===== src/rtl/alimentador_instrucoes_pkg.sv =====
// Shared definitions for the instruction feeder: FSM state encoding and
// the instruction word width seen by the processor.
package alimentador_instrucoes_pkg;

  localparam int unsigned INSTR_WIDTH = 16;

  typedef enum logic [1:0] {
    ST_IDLE  = 2'd0,
    ST_FETCH = 2'd1,
    ST_EXEC  = 2'd2
  } estado_t;

endpackage


===== src/rtl/alimentador_instrucoes_memoria.sv =====
// memoria_instrucoes: 2^ADDR_WIDTH x INSTR_WIDTH program RAM.
// Ports: clock; wr_en/wr_addr/wr_data synchronous write port;
//        rd_addr in, rd_data out (registered read, write-before-read).
module memoria_instrucoes
  import alimentador_instrucoes_pkg::*;
#(
  parameter int unsigned ADDR_WIDTH = 5
) (
  input  logic                   clock,
  input  logic                   wr_en,
  input  logic [ADDR_WIDTH-1:0]  wr_addr,
  input  logic [INSTR_WIDTH-1:0] wr_data,
  input  logic [ADDR_WIDTH-1:0]  rd_addr,
  output logic [INSTR_WIDTH-1:0] rd_data
);

  localparam int unsigned DEPTH = 2 ** ADDR_WIDTH;

  logic [INSTR_WIDTH-1:0] mem_q [DEPTH];
  logic [INSTR_WIDTH-1:0] rd_data_d;
  logic [INSTR_WIDTH-1:0] rd_data_q;

  // Same-cycle write to the read address forwards the new word.
  always_comb begin
    rd_data_d = mem_q[rd_addr];
    if (wr_en && (wr_addr == rd_addr)) begin
      rd_data_d = wr_data;
    end
  end

  // Storage is never reset; contents survive a feeder reset.
  always_ff @(posedge clock) begin
    if (wr_en) begin
      mem_q[wr_addr] <= wr_data;
    end
    rd_data_q <= rd_data_d;
  end

  assign rd_data = rd_data_q;

endmodule


===== src/rtl/alimentador_instrucoes.sv =====
// alimentador_instrucoes: feeds a program, one 16-bit instruction at a time,
// to a processor; waits for its done pulse, aborts on a watchdog timeout.
// Inputs : clock, reset (sync, active-high), load_en/load_addr/load_data
//          (program load, IDLE only), start, last_addr, done.
// Outputs: iin, run, pc, busy, finished (pulse), timeout_err (sticky).
module alimentador_instrucoes
  import alimentador_instrucoes_pkg::*;
#(
  parameter int unsigned ADDR_WIDTH = 5,
  parameter int unsigned TIMEOUT    = 15
) (
  input  logic                   clock,
  input  logic                   reset,
  input  logic                   load_en,
  input  logic [ADDR_WIDTH-1:0]  load_addr,
  input  logic [INSTR_WIDTH-1:0] load_data,
  input  logic                   start,
  input  logic [ADDR_WIDTH-1:0]  last_addr,
  input  logic                   done,
  output logic [INSTR_WIDTH-1:0] iin,
  output logic                   run,
  output logic [ADDR_WIDTH-1:0]  pc,
  output logic                   busy,
  output logic                   finished,
  output logic                   timeout_err
);

  localparam int unsigned TIMER_WIDTH = $clog2(TIMEOUT + 1);

  estado_t                state_q, state_d;
  logic [ADDR_WIDTH-1:0]  pc_q, pc_d;
  logic [ADDR_WIDTH-1:0]  last_q, last_d;
  logic [TIMER_WIDTH-1:0] timer_q, timer_d;
  logic [INSTR_WIDTH-1:0] iin_q, iin_d;
  logic                   run_q, run_d;
  logic                   busy_q, busy_d;
  logic                   finished_q, finished_d;
  logic                   timeout_err_q, timeout_err_d;

  logic                   mem_we;
  logic [INSTR_WIDTH-1:0] rd_data;
  logic                   is_last;
  logic                   timer_full;

  assign mem_we     = load_en && (state_q == ST_IDLE);
  assign is_last    = (pc_q == last_q);
  assign timer_full = (timer_q == TIMER_WIDTH'(TIMEOUT));

  // Read address is the next pc, so the word is ready when FETCH ends.
  memoria_instrucoes #(
    .ADDR_WIDTH (ADDR_WIDTH)
  ) u_memoria (
    .clock   (clock),
    .wr_en   (mem_we),
    .wr_addr (load_addr),
    .wr_data (load_data),
    .rd_addr (pc_d),
    .rd_data (rd_data)
  );

  // State register.
  always_ff @(posedge clock) begin
    if (reset) begin
      state_q <= ST_IDLE;
    end else begin
      state_q <= state_d;
    end
  end

  // Next-state logic.
  always_comb begin
    state_d = state_q;
    case (state_q)
      ST_IDLE: begin
        if (start) state_d = ST_FETCH;
      end
      ST_FETCH: begin
        state_d = ST_EXEC;
      end
      ST_EXEC: begin
        if (done) begin
          state_d = is_last ? ST_IDLE : ST_FETCH;
        end else if (timer_full) begin
          state_d = ST_IDLE;
        end
      end
      default: state_d = ST_IDLE;
    endcase
  end

  // Datapath and output next values; done takes priority over the watchdog.
  always_comb begin
    pc_d          = pc_q;
    last_d        = last_q;
    timer_d       = timer_q;
    iin_d         = iin_q;
    timeout_err_d = timeout_err_q;
    finished_d    = 1'b0;
    run_d         = (state_d == ST_EXEC);
    busy_d        = (state_d != ST_IDLE);
    case (state_q)
      ST_IDLE: begin
        iin_d = '0;
        if (start) begin
          pc_d          = '0;
          last_d        = last_addr;
          timeout_err_d = 1'b0;
        end
      end
      ST_FETCH: begin
        iin_d   = rd_data;
        timer_d = TIMER_WIDTH'(1);
      end
      ST_EXEC: begin
        if (done) begin
          if (is_last) begin
            finished_d = 1'b1;
            iin_d      = '0;
          end else begin
            pc_d = pc_q + ADDR_WIDTH'(1);
          end
        end else if (timer_full) begin
          timeout_err_d = 1'b1;
          iin_d         = '0;
        end else begin
          timer_d = timer_q + TIMER_WIDTH'(1);
        end
      end
      default: ;
    endcase
  end

  // Datapath and output registers.
  always_ff @(posedge clock) begin
    if (reset) begin
      pc_q          <= '0;
      last_q        <= '0;
      timer_q       <= '0;
      iin_q         <= '0;
      run_q         <= 1'b0;
      busy_q        <= 1'b0;
      finished_q    <= 1'b0;
      timeout_err_q <= 1'b0;
    end else begin
      pc_q          <= pc_d;
      last_q        <= last_d;
      timer_q       <= timer_d;
      iin_q         <= iin_d;
      run_q         <= run_d;
      busy_q        <= busy_d;
      finished_q    <= finished_d;
      timeout_err_q <= timeout_err_d;
    end
  end

  assign iin         = iin_q;
  assign run         = run_q;
  assign pc          = pc_q;
  assign busy        = busy_q;
  assign finished    = finished_q;
  assign timeout_err = timeout_err_q;

endmodule


===== config.mk =====
export PLATFORM = sky130hd
export DESIGN_NAME = alimentador_instrucoes
export DESIGN_NICKNAME = d
export VERILOG_FILES = /design/src/rtl/alimentador_instrucoes_pkg.sv /design/src/rtl/alimentador_instrucoes_memoria.sv /design/src/rtl/alimentador_instrucoes.sv
export SDC_FILE = /design/constraint.sdc
export NUM_CORES = 1
export LEC_CHECK = 0
export BUFFER_PORTS_ARGS = -buffer_cell sky130_fd_sc_hd__buf_2
export CORE_MARGIN = 10
export CORE_UTILIZATION = 50
export CTS_CLUSTER_DIAMETER = 150
export CTS_CLUSTER_SIZE = 30
export DETAILED_ROUTE_END_ITERATION = 6
export PLACE_DENSITY = 0.66
export SETUP_SLACK_MARGIN = 0.1
export SLEW_MARGIN = 20
export SYNTH_ARGS = -nofsm -noshare
export SYNTH_HDL_FRONTEND = slang
export SYNTH_SLANG_ARGS = --single-unit
export TNS_END_PERCENT = 10

===== constraint.sdc =====
create_clock -name clock -period 6.3 [get_ports clock]
set_clock_uncertainty 0.2 [all_clocks]
set_input_delay 0.63 -clock clock [delete_from_list [all_inputs] [get_ports clock]]
set_output_delay 0.63 -clock clock [all_outputs]
set_load 0.01 [all_outputs]

* Word level (Yosys, flattened, before mapping) *
Memories as Yosys holds them, arrays and structs flattened. A register that Yosys moved wholly into a read port is not among the register bits.
Cells that the tools add are included.

storage, ports and cells
  input port bits = 31
  memories kept = 1
  output and inout bits = 25
  flip-flop bits (word level) = 36
  word-level logic and storage cells = 59
  bits in writable memories = 512

operators by class
  eq/ne operators = 11
  bitwise gates (word level) = 2
  add/subtract/negate cells = 2
  reduce and logical (&&, ||, !) cells = 11
  muxes and demuxes = 23

memories
  memory           depth  bits a word  rd ports  clocked after memory_dff  wr ports  line                                  RTL
  u_memoria.mem_q  32     16           1         1                         1         alimentador_instrucoes_memoria.sv:19  logic [INSTR_WIDTH-1:0] mem_q [DEPTH];

operator list
  cell                 number
  $mux 16              3
  $pmux 16 s3          1
  $mux 5               3
  $pmux 5 s2           1
  $mux 4               2
  $ne 2x2->1 const B   4
  $pmux 4 s2           1
  $mux 1               7
  $mux 2               3
  $ne 3x3->1 const B   2
  $pmux 2 s3           1
  $reduce_and 3->1     2
  $reduce_bool 2->1    3
  $add 5x1->5 const B  1
  $eq 5x5->1           1
  $add 4x1->4 const B  1
  $eq 2x2->1 const B   2
  $eq 4x4->1 const B   1
  $reduce_and 4->1     1
  $reduce_bool 3->1    1
  $reduce_or 3->1      1
  $eq 2x1->1 const B   1
  $logic_not 2->1      1
  $not 1->1            2
  3 further kinds      3

* Depth between registers and ports, before layout *
  word-level depth = 5
  depth in mapped cells = 8
  depth with buffers taken out = 6

* Cells and area by module *
From an unflattened synthesis, not the netlist that was laid out.

second synthesis, totals
  cells, all modules = 1288
  area, all modules = 21829.7 um^2

modules (own cells, without submodules)
  module                  times used  sequential area each (um^2)  cells each  area an instance (um^2)
  memoria_instrucoes      1           15474.8                      1132        20315.7
  alimentador_instrucoes  1           720.7                        156         1514.0

* Worst setup path after synthesis *
OpenSTA, ideal clock, no wires.

  path kind = register to register
  from = reg state_q[1]
  to = mem u_memoria.mem_q[12][0] (enable)
  cell stages (with the launch flop) = 7
  period minus slack after synthesis = 2.503 ns
  buffers on the path = 2
  library setup time = 0.388 ns
  arrival time = 1.915 ns
  path slack = 3.797 ns
  data required time = 5.712 ns
  cells stage by stage = dfxtp_1 -> buf_2 -> nor2_1 -> nand2_1 -> or3_1 -> clkbuf_1 -> nor2_1

on the way
  cells in the longest elaborated chain, start to end = 4

RTL lines
  item                          line                                  RTL
  from (decl)                   alimentador_instrucoes.sv:30          estado_t state_q, state_d;
  from (signal assigned)        alimentador_instrucoes.sv:66          state_q <= state_d;
  $logic_not 2->1               alimentador_instrucoes.sv:45          assign mem_we = load_en && (state_q == ST_IDLE);
  $logic_and 1x1->1             alimentador_instrucoes.sv:45
  $mux 1                        alimentador_instrucoes_memoria.sv:33  if (wr_en) begin
  $mux 1 (implied by the code)  alimentador_instrucoes_memoria.sv:34  mem_q[wr_addr] <= wr_data;
  to (decl)                     alimentador_instrucoes_memoria.sv:19

Every way passes these cells.

==> results.py <==
metrics = {
    "status": {
        "run_status": "complete, no violations",
    },
    "floorplan": {
        "die_x_um": 226,
        "dieArea_um2": 51200,
        "floorplan.rows": 75,
        "floorplan.core_area_um2": 41900,
        "initial_utilization_pct": 50.7,
        "ioPinCount": 56,
        "die_height_um": 226,
    },
    "logic_synthesis": {
        "netlist_area_um2": 21300,
        "yosysSeqAreaShare_pct": 76.2,
        "synth-edff-count": 512,
        "synthesis.nets": 1196,
        "synth_adder_area_share_pct": 0.118,
        "synth_simple_gate_area_share_pct": 3.86,
        "post-synth-top-area-fraction_pct": 72.3,
        "yosys_warning_total": 0,
        "combinational_family_with_the_most_area_after_synthesis": "multiplexers",
        "synth_compound_gate_area_share_pct": 5.42,
        "synth_largest_area_cell": "edfxtp_1",
        "synth.area.mux_share_pct": 12.6,
        "synth_xor_xnor_area_share_pct": 0.288,
        "async_flop_share_pct": 0,
        "synth_ff_type": "edfxtp_1",
        "synth_area_leaders": "edfxtp_1, mux2i_1, dfxtp_1",
        "synthDistinctLibCells": 48,
        "syn-mean-instance-area_um2": 18.3,
        "netlist_instances": 1163,
        "yosys_register_bits": 553,
    },
    "timing": {
        "number_of_pins_exceeding_their_max_slew_limit_in_the_final_report": 0,
        "setup_violations": 0,
        "transition_time_of_the_tightest_slew_check_pin_ps": 1150,
        "rsz0062_at_grt": "no",
        "max-slew-margin-rel_pct": 23.3,
        "timing.final.hold_violations": 0,
        "final.setup.tns_ps": 0,
        "timing.fmax_ghz": 0.269,
        "final_critical_path_setup_slack_ps": 2580,
        "post_route_clock_period_utilization_pct": 59.1,
        "fin_crit_ps": 3720,
    },
    "layout": {
        "n_antenna_cell": 0,
        "layout.filler_cells": 3244,
        "flow.area_growth_from_synthesis_pct": 7.84,
        "final_nets": 1254,
        "finalInstanceArea_um2": 22900,
        "drive_gt1_share_pct": 14.0,
        "final-instance-count-excl-fill": 1776,
    },
    "worst_setup_path": {
        "worst_r2r_path_depth": 7,
        "timing.critical_path.fanout_max": 50,
        "worst-setup-path-type": "reg -> reg",
        "worstPathArrival_ps": 3960,
        "timing.rr.end": "iin[8]$_SDFFE_PP0P_",
        "ff2ff_setup_slack_ps": 2580,
        "worst_ep_required_time_ps": 6540,
        "worstSetupEndpointType": "register",
        "cp-start-kind": "register",
    },
    "detailed_routing": {
        "routed_via_density": 6.19,
        "drc": 0,
        "routedWlPerCell_um": 28.4,
        "detail_route.first_pass.iterations": 5,
        "postRouteAntennaNets": 0,
        "routed-via-count": 11000,
        "drtIter0Drc": 1332,
        "drt_wl_total_um": 50400,
    },
    "clock_network": {
        "cts_root_buf": "clkbuf_16",
        "number_of_cts_inserted_buffers": 22,
        "clk_latency_ps": 570,
        "postCtsSetupRepairBufs": 0,
        "cts-root-to-sink-buffers": 3,
        "cts_tree": "yes",
        "clock_transition_at_the_registers_of_the_reported_paths_ps": 120,
        "htree_num_levels": 1,
        "cts-resized-gates": 0,
        "clock-sinks": 553,
        "hold_buffers": 0,
    },
    "flow_run": {
        "cap_violations": 0,
    },
    "pwr": {
        "share_seq_of_total_power_pct": 67.2,
        "sw_frac_of_total_pct": 20.5,
        "total_power_mw": 6.02,
        "vdd_drop_max_uv": 238,
        "power.density_nw_per_um2": 263,
        "internal_power_component_mw": 4.79,
        "switching_component_of_the_power_mw": 1.23,
        "combinationalPowerShare_pct": 3.2,
        "leakage_dissipation_nw": 6.98,
        "power.share.clock_pct": 29.5,
    },
    "min_path": {
        "min-delay-path-class": "in -> reg",
        "holdPathStages": 3,
        "hold_path_end": "last_q[2]$_SDFFE_PP0P_",
        "min-delay-start": "last_addr[2]",
    },
    "global_route": {
        "first_global_vias": 10800,
        "grt_start_max_net_pins": 51,
        "grt_overflow_total": 0,
        "gr-usage-all-layers_pct": 19.6,
        "grt_pass1_wl_um": 73900,
        "grt_antenna_before_repair": 1,
    },
    "place": {
        "hpwl_um": 30600,
        "pre_cts_slack_ps": 2580,
        "globalplace.congestion": 0.815,
        "dpl_cell_area_um2": 22300,
        "port-buffer-count": 55,
        "placed_cells": 1736,
    },
}
## per-stage QoR
stage	hold WS (ps)	util [%]
final	88.3	54.6
after floorplan	249	-
after global routing	79.3	54.6
after detailed placement	260	53.1
after CTS	70.4	54.6
after global placement	257	53.1
## cell usage after synthesis (6+ instances only)
master    instances
a21oi_1          10
nand3_1          39
a221oi_1         30
mux2i_1         196
a22o_1           15
clkbuf_1         25
nor2_1           39
edfxtp_1        512
and3_1           17
mux4_2           32
a22oi_1          81
buf_2            31
buf_4             6
nand2_1          25
and2_1            6
dfxtp_1          41
## sequential cells by signal (all words and copies together) (netlist names), named ones only
| name | flops |
|---|---|
| run | 1 |
| finished | 1 |
| last_q | 5 |
| timeout_err | 1 |
| pc | 5 |
| iin | 16 |
| busy | 1 |
| timer_q | 4 |
| u_memoria.mem_q | 512 |
| state_q | 2 |
## layer usage
layer	up-vias	wire [um]	track usage, %
met5	-	11	0
met2	431	24000	31.3
li1	4782	-	-
met1	5718	21700	28.6
met3	61	3550	2.24
met4	2	1080	4.22
## worst max path at each step
stage | to | slack [ps] | depth (start not counted)
6_report | iin[8]$_SDFFE_PP0P_ | 2580 | 7
5_1_grt | iin[12]$_SDFFE_PP0P_ | 2380 | 7
4_1_cts | iin[8]$_SDFFE_PP0P_ | 2550 | 7
3_5_place_dp | iin[8]$_SDFFE_PP0P_ | 2580 | 7
3_3_place_gp | iin[8]$_SDFFE_PP0P_ | 2660 | 7
2_1_floorplan | u_memoria.mem_q[12][0]$_DFFE_PP_ | 3800 | 6
## layout make-up
cell class / count / area [um^2] / area share [%]
sequential: 553 / 16200 / 70.7
timing repair buffer: 99 / 606 / 2.64
inverter: 2 / 7.51 / 0.0327
clock buffer: 39 / 636 / 2.77
clock inverter: 1 / 20.0 / 0.0873
multi-input combinational: 543 / 4780 / 20.8
tap: 539 / 674 / 2.94
## power by group through the flow
stage	registers (mW)	logic (mW)	clock network [mW]
after floorplan	4.13	0.0885	0
after global placement	4.13	0.192	0
after detailed placement	4.13	0.197	0
after CTS	4.05	0.197	1.81
after global routing	4.05	0.211	1.92
final	4.05	0.196	1.78
## critical path, cell delays in order (launching register included)
cell	delay, ps
dfxtp_4	860
buf_4	800
buf_4	720
mux2i_1	280
a22o_1	160
a221oi_1	50
a22oi_1	330
nand3_1	130
## cells by family after synthesis
logic type	Yosys count
buffers and inverters	67
AOI/OAI and AO/OA	149
muxes	228
adders and majority gates	2
xor gates and xnor gates	7
DFF	553
and+or+nand+nor	157
## layout by cell type, fill, tap and decap left out, drive strengths merged, types with 5 or more instances in the layout
cell / instances
nand3: 39
nor3: 5
buf: 99
mux2i: 196
a22oi: 82
clkbuf: 39
and3: 17
nand2: 25
mux4: 32
nor2: 41
edfxtp: 512
and2: 7
a21oi: 10
nor2b: 5
a221oi: 30
dfxtp: 41
xnor2: 5
a22o: 15
Note: power is estimated with default switching activity, not from simulation.
